## config.mk

```make
export PLATFORM = sky130hd
export DESIGN_NAME = uart_debug_master
export DESIGN_NICKNAME = d
export VERILOG_FILES = /design/src/rtl/uart_debug_pkg.sv /design/src/rtl/uart_debug_phy.sv /design/src/rtl/uart_debug_master.sv
export SDC_FILE = /design/constraint.sdc
export NUM_CORES = 1
export LEC_CHECK = 0
export CAP_MARGIN = 20
export CORE_ASPECT_RATIO = 1.25
export CORE_MARGIN = 2
export CORE_UTILIZATION = 30
export CTS_CLUSTER_DIAMETER = 150
export CTS_CLUSTER_SIZE = 20
export DETAILED_ROUTE_END_ITERATION = 16
export GPL_ROUTABILITY_DRIVEN = 0
export PLACE_DENSITY = 0.52
export SLEW_MARGIN = 15
export SYNTH_ARGS = -nofsm -noshare
export SYNTH_HDL_FRONTEND = slang
export SYNTH_HIERARCHICAL = 1
export SYNTH_SLANG_ARGS = --single-unit
```

## constraint.sdc

```tcl
create_clock -name i_clock -period 2.8 [get_ports i_clock]
set_clock_uncertainty 0.1 [all_clocks]
set_input_delay 0.56 -clock i_clock [delete_from_list [all_inputs] [get_ports i_clock]]
set_output_delay 0.56 -clock i_clock [all_outputs]
set_load 0.02 [all_outputs]
```

## src/rtl/uart_debug_pkg.sv

```systemverilog
// Shared command/reply codes and state encodings for the UART debug bus master.
package uart_debug_pkg;

  localparam logic [7:0] CMD_WRITE  = 8'h01;
  localparam logic [7:0] CMD_READ   = 8'h02;
  localparam logic [7:0] CMD_PING   = 8'h03;

  localparam logic [7:0] REPLY_ACK  = 8'hA5;
  localparam logic [7:0] REPLY_PONG = 8'h5A;
  localparam logic [7:0] REPLY_ERR  = 8'hEE;

  typedef enum logic [2:0] {
    ST_IDLE,
    ST_CMD,
    ST_ADDR,
    ST_DATA,
    ST_BUS,
    ST_REPLY
  } state_t;

  typedef enum logic [1:0] {
    RX_IDLE,
    RX_START,
    RX_DATA,
    RX_STOP
  } rx_state_t;

endpackage

```

## src/rtl/uart_debug_phy.sv

```systemverilog
// 8N1 serial PHY: synchronised mid-bit RX sampler and back-to-back capable TX shifter.
module uart_debug_phy
  import uart_debug_pkg::*;
#(
  parameter int unsigned DIV = 10
) (
  input  logic       i_clock,
  input  logic       i_reset,
  input  logic       i_rx,
  output logic       o_tx,
  output logic       o_rx_valid,
  output logic [7:0] o_rx_data,
  output logic       o_rx_error,
  input  logic       i_tx_valid,
  input  logic [7:0] i_tx_data,
  output logic       o_tx_ready
);

  localparam int unsigned CW = $clog2(DIV);
  localparam logic [CW-1:0] LAST      = CW'(DIV - 1);
  localparam logic [CW-1:0] HALF_LAST = CW'(DIV / 2 - 1);

  logic [2:0]    rx_sync;
  rx_state_t     rx_state;
  logic [CW-1:0] rx_cnt;
  logic [2:0]    rx_bits;
  logic [7:0]    rx_shift;
  logic          rx_in;
  logic          rx_fall;

  assign rx_in   = rx_sync[1];
  assign rx_fall = rx_sync[2] & ~rx_sync[1];

  always_ff @(posedge i_clock or negedge i_reset) begin
    if (!i_reset) begin
      rx_sync    <= '1;
      rx_state   <= RX_IDLE;
      rx_cnt     <= '0;
      rx_bits    <= '0;
      rx_shift   <= '0;
      o_rx_valid <= 1'b0;
      o_rx_error <= 1'b0;
      o_rx_data  <= '0;
    end else begin
      rx_sync    <= {rx_sync[1:0], i_rx};
      o_rx_valid <= 1'b0;
      o_rx_error <= 1'b0;
      case (rx_state)
        RX_IDLE: if (rx_fall) begin
          rx_state <= RX_START;
          rx_cnt   <= '0;
        end
        // Half a bit in: a line already back high was a glitch, not a start bit.
        RX_START: if (rx_cnt == HALF_LAST) begin
          rx_cnt   <= '0;
          rx_bits  <= '0;
          rx_state <= rx_in ? RX_IDLE : RX_DATA;
        end else begin
          rx_cnt <= rx_cnt + 1'b1;
        end
        RX_DATA: if (rx_cnt == LAST) begin
          rx_cnt   <= '0;
          rx_shift <= {rx_in, rx_shift[7:1]};
          rx_bits  <= rx_bits + 3'd1;
          if (rx_bits == 3'd7) rx_state <= RX_STOP;
        end else begin
          rx_cnt <= rx_cnt + 1'b1;
        end
        RX_STOP: if (rx_cnt == LAST) begin
          rx_cnt   <= '0;
          rx_state <= RX_IDLE;
          if (rx_in) begin
            o_rx_valid <= 1'b1;
            o_rx_data  <= rx_shift;
          end else begin
            o_rx_error <= 1'b1;
          end
        end else begin
          rx_cnt <= rx_cnt + 1'b1;
        end
      endcase
    end
  end

  logic          tx_active;
  logic [CW-1:0] tx_cnt;
  logic [3:0]    tx_idx;
  logic [8:0]    tx_shift;
  logic          tx_end;

  // Ready in the last stop-bit cycle so a queued byte starts with no idle gap.
  assign tx_end     = tx_active && (tx_cnt == LAST) && (tx_idx == 4'd9);
  assign o_tx_ready = !tx_active || tx_end;

  always_ff @(posedge i_clock or negedge i_reset) begin
    if (!i_reset) begin
      tx_active <= 1'b0;
      tx_cnt    <= '0;
      tx_idx    <= '0;
      tx_shift  <= '1;
      o_tx      <= 1'b1;
    end else if (i_tx_valid && o_tx_ready) begin
      tx_active <= 1'b1;
      tx_cnt    <= '0;
      tx_idx    <= '0;
      tx_shift  <= {1'b1, i_tx_data};
      o_tx      <= 1'b0;
    end else if (tx_active) begin
      if (tx_cnt == LAST) begin
        tx_cnt <= '0;
        if (tx_idx == 4'd9) begin
          tx_active <= 1'b0;
          o_tx      <= 1'b1;
        end else begin
          o_tx     <= tx_shift[0];
          tx_shift <= {1'b1, tx_shift[8:1]};
          tx_idx   <= tx_idx + 4'd1;
        end
      end else begin
        tx_cnt <= tx_cnt + 1'b1;
      end
    end
  end

endmodule

```

## src/rtl/uart_debug_master.sv

```systemverilog
// Serial command frames to single-beat 32-bit bus reads/writes, with a serial reply.
module uart_debug_master
  import uart_debug_pkg::*;
#(
  parameter int unsigned FREQUENCY   = 1_000_000,
  parameter int unsigned BAUDRATE    = 115200,
  parameter int unsigned BUS_TIMEOUT = 1024,
  parameter int unsigned RX_TIMEOUT  = FREQUENCY / 100
) (
  input  logic        i_clock,
  input  logic        i_reset,
  output logic        o_request,
  output logic        o_rw,
  output logic [31:0] o_address,
  output logic [31:0] o_wdata,
  input  logic [31:0] i_rdata,
  input  logic        i_ready,
  output logic        o_busy,
  input  logic        UART_RX,
  output logic        UART_TX
);

  localparam int unsigned DIV = FREQUENCY / BAUDRATE;

  logic       rx_valid;
  logic [7:0] rx_data;
  logic       rx_error;
  logic       tx_valid;
  logic [7:0] tx_data;
  logic       tx_ready;

  uart_debug_phy #(.DIV(DIV)) u_phy (
    .i_clock    (i_clock),
    .i_reset    (i_reset),
    .i_rx       (UART_RX),
    .o_tx       (UART_TX),
    .o_rx_valid (rx_valid),
    .o_rx_data  (rx_data),
    .o_rx_error (rx_error),
    .i_tx_valid (tx_valid),
    .i_tx_data  (tx_data),
    .o_tx_ready (tx_ready)
  );

  state_t      state;
  logic [7:0]  cmd;
  logic        is_write;
  logic [1:0]  byte_cnt;
  logic [31:0] timer;
  logic [23:0] reply_buf;
  logic [1:0]  reply_left;

  always_ff @(posedge i_clock or negedge i_reset) begin
    if (!i_reset) begin
      state      <= ST_IDLE;
      cmd        <= '0;
      is_write   <= 1'b0;
      byte_cnt   <= '0;
      timer      <= '0;
      reply_buf  <= '0;
      reply_left <= '0;
      tx_valid   <= 1'b0;
      tx_data    <= '0;
      o_request  <= 1'b0;
      o_rw       <= 1'b0;
      o_address  <= '0;
      o_wdata    <= '0;
      o_busy     <= 1'b0;
    end else begin
      case (state)
        ST_IDLE: if (rx_valid) begin
          cmd    <= rx_data;
          o_busy <= 1'b1;
          state  <= ST_CMD;
        end
        ST_CMD: begin
          byte_cnt <= '0;
          timer    <= '0;
          case (cmd)
            CMD_WRITE: begin is_write <= 1'b1; state <= ST_ADDR; end
            CMD_READ:  begin is_write <= 1'b0; state <= ST_ADDR; end
            CMD_PING:  begin tx_data <= REPLY_PONG; tx_valid <= 1'b1; reply_left <= '0; state <= ST_REPLY; end
            default:   begin tx_data <= REPLY_ERR;  tx_valid <= 1'b1; reply_left <= '0; state <= ST_REPLY; end
          endcase
        end
        // Address and data share one path; the state only picks the target shift register.
        ST_ADDR, ST_DATA: begin
          if (rx_error || timer == RX_TIMEOUT) begin
            state  <= ST_IDLE;
            o_busy <= 1'b0;
          end else if (rx_valid) begin
            timer    <= '0;
            byte_cnt <= byte_cnt + 2'd1;
            if (state == ST_ADDR) o_address <= {rx_data, o_address[31:8]};
            else                  o_wdata   <= {rx_data, o_wdata[31:8]};
            if (byte_cnt == 2'd3) begin
              if (state == ST_ADDR && is_write) begin
                state <= ST_DATA;
              end else begin
                state     <= ST_BUS;
                o_request <= 1'b1;
                o_rw      <= is_write;
              end
            end
          end else begin
            timer <= timer + 32'd1;
          end
        end
        ST_BUS: begin
          if (i_ready) begin
            o_request <= 1'b0;
            tx_valid  <= 1'b1;
            state     <= ST_REPLY;
            if (is_write) begin
              tx_data    <= REPLY_ACK;
              reply_left <= '0;
            end else begin
              tx_data    <= i_rdata[7:0];
              reply_buf  <= i_rdata[31:8];
              reply_left <= 2'd3;
            end
          end else if (timer == BUS_TIMEOUT - 1) begin
            o_request  <= 1'b0;
            tx_data    <= REPLY_ERR;
            tx_valid   <= 1'b1;
            reply_left <= '0;
            state      <= ST_REPLY;
          end else begin
            timer <= timer + 32'd1;
          end
        end
        ST_REPLY: begin
          if (tx_valid) begin
            if (tx_ready) begin
              if (reply_left != 2'd0) begin
                tx_data    <= reply_buf[7:0];
                reply_buf  <= {8'h00, reply_buf[23:8]};
                reply_left <= reply_left - 2'd1;
              end else begin
                tx_valid <= 1'b0;
              end
            end
          end else if (tx_ready) begin
            state  <= ST_IDLE;
            o_busy <= 1'b0;
          end
        end
        default: state <= ST_IDLE;
      endcase
    end
  end

endmodule

```

; After elaboration in Yosys (flattened, before gate mapping)
; Cells that the tools add are included.
[totals]
regBits = 195
input_bits = 36
wordCells = 224
output_inout_bits = 68
[op_classes]
bitwise_logic = 5
n_mux = 100
add_sub_neg = 7
n_eq_ne = 43
n_reduce_logical = 42
[op_table]
columns = op, count
row1 = $mux W32, 4
row2 = $mux W24, 5
row3 = $pmux W32 S3, 1
row4 = $mux W3, 18
row5 = $mux W8, 6
row6 = $pmux W24 S2, 1
row7 = $mux W9, 4
row8 = $add A32 B1 Y32 const B, 1
row9 = $eq A32 B10 Y1 const B, 1
row10 = $eq A32 B14 Y1 const B, 1
row11 = $mux W1, 30
row12 = $mux W2, 15
row13 = $ne A2 B2 Y1 const B, 13
row14 = $pmux W8 S3, 1
row15 = $reduce_and A6 Y1, 4
row16 = $eq A8 B2 Y1 const B, 2
row17 = $mux W4, 4
row18 = $ne A2 B1 Y1 const B, 8
row19 = $pmux W8 S2, 1
row20 = $reduce_bool A2 Y1, 8
row21 = $eq A3 B3 Y1 const B, 5
row22 = $pmux W3 S5, 1
row23 = $reduce_and A3 Y1, 5
row24 = $reduce_and A5 Y1, 3
row25 = other kinds (30), 55

; Logic depth before layout (Yosys ltp)
[logic_depth]
ltp_word = 7
ltp_mapped = 12
mapped_depth_nobuf = 10

; Hierarchy
; The synthesis kept the hierarchy.
[modules_own_cells]
columns = module, n_inst, seq_area_each_um2, area_per_inst_um2, cells_per_inst
row1 = uart_debug_master, 1, 3703.6, 6896.6, 631
row2 = uart_debug_phy, 1, 1166.1, 2097.0, 170

; Least setup slack after synthesis
; No wires, ideal clock.
[synth_timing]
path_kind = register -> register
start = register timer[27]
end = register timer[28]
t_arrival_ps = 2160
n_path_buf = 1
slack_ps = 474
stages_incl_launch_ff = 8
period_less_slack_ps = 2326
required_ps = 2634
setup_ps = 66
path_cell_list = dfrtp_1 or4_4 nor4_4 a21o_2 o21ai_2 buf_6 or4_1 nand2_1
[synth_between]
elab_chain_cells = 4
elab_cells_between_ends = 12
cone_classes = add/sub (1) / eq/ne (4) / mux (5) / reduce/logical (2)
[synth_lines]
columns = item, line_no
row1 = "start, declared", uart_debug_master.sv:49  ; logic [31:0] timer;
row2 = "start signal, assigned", uart_debug_master.sv:106  ; timer <= timer + 32'd1;
row3 = "start signal, assigned", uart_debug_master.sv:129  ; timer <= timer + 32'd1;
row4 = $add A32 B1 Y32 / $eq A32 B14 Y1 (equally long branches), "uart_debug_master.sv:106, uart_debug_master.sv:129, uart_debug_master.sv:88"
row5 = $mux W32 (tied with other cells), uart_debug_master.sv:122  ; end else if (timer == BUS_TIMEOUT - 1) begin
row6 = $mux W32 (tied with other cells), uart_debug_master.sv:110  ; if (i_ready) begin
row7 = $pmux W32 S3 / $reduce_and A4 Y1 (equally long branches), --
; Several ways; a longest one is shown, not always the timed one. The select of a mux whose other input is x is not followed.
; A chain may end at the register's enable or synchronous reset.

; Final worst setup path
[layout_timing]
start = register timer[2]
end = register timer[0]
[layout_between]
elab_chain_cells = 4
elab_cells_between_ends = 6
cone_classes = eq/ne (4) / reduce/logical (2)
[layout_lines]
columns = item, line_no
row1 = $eq A32 B14 Y1, uart_debug_master.sv:88  ; if (rx_error || timer == RX_TIMEOUT) begin
row2 = $logic_or A1 B1 Y1, uart_debug_master.sv:88
row3 = $ne A2 B2 Y1 (no line), --
row4 = $reduce_and A4 Y1 (no line) (*), --
; Mark *: on every way between the ends. The rest lies on a longest branch, timed or not.

==> results.txt <==
The total wire length after detailed routing is 20,620 um. The largest net degree at the start of global routing is 54. On the critical path the largest part of the delay comes from simple AND/OR/NAND/NOR gates. The H-tree generated during clock tree synthesis spans 4 levels. The count of pins over their slew limit was 0. The number of standard cells in the final layout excluding fillers came out at 1,335. Of the synthesized area, sequential elements account for 0.5415.

The number of nets in the layout is 976. Traced cell by cell, the critical path runs through or3b_2 -> o31ai_1 -> nand3_1 -> nor2_2 -> buf_4 -> buf_4 -> nor3_1 -> a21o_1. The total congestion overflow after global routing came out at 0. The number of failing setup endpoints in the final timing report is 0. The min-delay analysis places its worst path in the category flip-flop to flip-flop. The worst path arrival time is 2.91 ns.

The mapped netlist covers 8994 um^2. The worst setup slack before clock tree synthesis is -0.2075 ns. The synthesis-to-layout area growth came out at 25.92%. The mean routed wirelength per cell is 15.44 um. Dividing the synthesized area by the synthesized cell count gives 11.23 um^2. Max-cap violations in this run came to 0. The count of port buffers added during placement is 103. The overall die height is 197.6 um.

The core footprint came out at 29,430 um^2. The via density per instance came out at 4.745. In the global route stage, overall resource usage came out at 0.1342. The share of the clock period used by the worst path after layout came out at 0.9589. The number of DRC markers after the initial detailed-route iteration is 274. TritonCTS built the clock tree. After detailed routing, the number of remaining DRC violations is 0. The top fanout value on the critical path is 7.

After legalization and detailed placement, the total HPWL measured 14,400 um. The clock insertion delay at the later pin of the skew report came out at 0.44 ns. The number of vias after detailed routing came out at 6,334. In this run the post-CTS setup repair buffer count came out at 0.

The root buffer cell is clkbuf_16. Power spread over the standard cell area amounts to 736.2 nW/um^2. For this run, asynchronously set or reset flops after synthesis account for 1.000. Leaving out fill and tap cells, the most frequent cell in the layout is dfrtp_1.

The maximum resistive drop on vdd came out at 0.4224 mV. The worst setup path is launched from a flip-flop. The delay contributed by the slowest stage of the critical path came out at 0.56 ns. The part of the power in the clock network is 0.316. In this run the horizontal extent of the chip is 158.9 um. The length of the first detailed-routing pass in iterations is 4. The number of antenna violations at the first check in global routing is 0.

The standby leakage power is 0.005091 uW. The flow ran to the end, and the final reports show no timing, DRC or antenna violations. Counting every instance in the synthesized netlist gives 801. The number of CTS-inserted buffers came out at 17. Setup repair after global routing left no endpoint under its margin. Clock-pin slew was measured on the worst setup and hold paths at 0.08 ns. The floorplan row count is 70. The post-route minimum period came out at 2.685 ns. The worst slew slack as a fraction of its limit is 0.5395. The final antenna-violating net count is 0. The switching portion of total power is 0.3190. Counting every net in the synthesized netlist gives 851. Counting distinct cell types in the post-synthesis netlist gives 66. The die outline area came out at 31,390 um^2. The synthesized design contains 0 enable-type register cells. The aggregate negative setup slack came out at 0 ns. The via count of the first global-routing pass is 6,365. The first-pass GRT wire length came out at 34,040 um. The total number of yosys warnings is 6.

The antenna diode instance count came out at 0. The largest individual stage delay along the critical path comes from the cell or3b_2. In the final layout, the share of cells above drive strength 1 is 0.2130. The prevailing post-synth register cell is dfrtp_1. The combinational share of power came out at 0.258. The minimum setup slack in the final design came out at 0.1150 ns. The number of hold-slack violations in the final timing report was 0. The I/O pin total came out at 104. The share of total power in sequential cells came out at 0.426.

The library cells used most frequently in the layout, excluding fill and tap cells, are dfrtp_1, clkdlybuf4s50_1, mux2_2, nand2_1, o21ai_0. The number of cells in the design after placement came out at 1,302. The post-synthesis sequential element count is 194.

The initial standard-cell utilization of the core came out at 0.3056. The maximum root-to-sink buffer count came out at 2. The number of buffers and inverters on the critical path came out at 2. Counting stages on the worst path, the most repeated cell is buf_4. The top achievable clock speed came out at 372.4 MHz.

Summed over all nets, the switching power comes to 2660 uW. Data on the critical path is required at its endpoint by 3.03 ns. The total internal power came out at 5677 uW. At the pin with the least slew margin, the transition time is 0.6835 ns. The kind of end point of the critical path is a flip-flop. The total clock sinks came out at 194. The path type of the worst setup path is flip-flop to flip-flop.
-- path summary, 6_finish.rpt --
kind,cells after the start,endpoint,slack [ns],from
setup / recovery,8,timer[0],0.11,timer[2]
hold / removal,0,u_phy/rx_sync[1],0.26,u_phy/rx_sync[0]
setup reg to reg,8,timer[0],0.11,timer[2]
hold reg to reg,0,u_phy/rx_sync[1],0.26,u_phy/rx_sync[0]
max in group asynchronous,3,timer[8],1.36,i_reset
min in group asynchronous,2,u_phy/tx_idx[0],0.55,i_reset
-- worst reg2reg max path: cells and delay by family, from the launching register on --
kind,cells,cell delay (ns)
flip-flops,1,0.45
AND/OR/NAND/NOR,4,1.16
buffers and inverters,2,0.31
AO/OA/AOI/OAI,2,0.56
-- state kept, by name, summed over array words and instances, names as in the netlist, 4 cells and up, named ones only --
signal           cells
u_phy/o_rx_data      8
cmd                  8
tx_data              8
o_address           32
u_phy/rx_shift       8
u_phy/tx_idx         4
u_phy/tx_shift       8
reply_buf           24
o_wdata             32
timer               32
-- per-stage QoR --
stage / instance area [um^2] / hold slack [ns] / total power [uW] / util
after floorplan: 8994 / 0.1644 / 5058 / -
after global placement: 10670 / 0.2466 / 5716 / 0.3627
after detailed placement: 10670 / 0.2468 / 5753 / 0.3627
after CTS: 11320 / 0.2578 / 8447 / 0.3847
after global routing: 11320 / 0.2668 / 8899 / 0.3848
final: 11320 / 0.2582 / 8337 / 0.3848
-- layer usage --
metal	track usage	share of wire
met5	0	0
met4	0.04377	0.015
met3	0.03359	0.038
met2	0.2276	0.49
met1	0.1685	0.45
-- power by group through the flow --
stage | clock network, uW | registers, uW | logic [uW]
after floorplan | 0 | 3490 | 1570
after global placement | 0 | 3590 | 2120
after detailed placement | 0 | 3600 | 2150
after CTS | 2730 | 3550 | 2170
after global routing | 2830 | 3620 | 2460
final | 2630 | 3550 | 2150
-- layout make-up --
| cell class | instances | area, um^2 |
|---|---|---|
| timing repair buffer | 140 | 1365 |
| inverter | 28 | 105.1 |
| fill | 2957 | 18100 |
| multi-input combinational | 545 | 3850 |
| tap | 396 | 495.5 |
| clock buffer | 17 | 425.4 |
| clock inverter | 15 | 214.0 |
| sequential | 194 | 4870 |
-- synthesized netlist by cell type, drive strengths merged (3+ instances only) --
cell / count / share of area
nor2: 53 / 0.023
a21oi: 39 / 0.022
nor4: 6 / 0.0058
dfrtp: 182 / 0.51
nor3b: 11 / 0.0097
nand2: 77 / 0.032
clkbuf: 16 / 0.0067
a221o: 7 / 0.0078
nand4: 9 / 0.0063
or4: 6 / 0.0054
mux2i: 23 / 0.026
nor3: 9 / 0.0050
and3: 7 / 0.0049
xor2: 3 / 0.0029
nor2b: 3 / 0.0021
a21o: 7 / 0.0060
and3b: 3 / 0.0029
o211ai: 3 / 0.0040
a21boi: 3 / 0.0025
and2: 3 / 0.0021
nand2b: 6 / 0.0042
a211oi: 4 / 0.0033
a31oi: 5 / 0.0035
o22ai: 4 / 0.0028
xnor2: 11 / 0.011
or2: 4 / 0.0031
nand3: 19 / 0.011
dfstp: 12 / 0.035
or3: 10 / 0.0070
inv: 28 / 0.012
o31ai: 7 / 0.0064
mux2: 97 / 0.12
o21ai: 67 / 0.038
buf: 18 / 0.013
ha: 14 / 0.019
-- logic make-up after synthesis --
group / Yosys count / share of synthesized area
AO/OA/AOI/OAI: 160 / 0.1105
XOR/XNOR: 14 / 0.01363
adder cells (fa/ha/maj): 14 / 0.01948
buffers and inverters: 62 / 0.03102
flip-flops: 194 / 0.5415
multiplexers: 120 / 0.1471
AND/OR/NAND/NOR: 237 / 0.1369
-- what timing repair did --
item / 4_1_cts / 5_1_grt
endpoints found under the setup margin: 0 / 3
hold buffers: 1 / 0
hold endpoints to repair: 9 / 0
resized for setup: 0 / 1
Power figures use the tool's default switching activity.
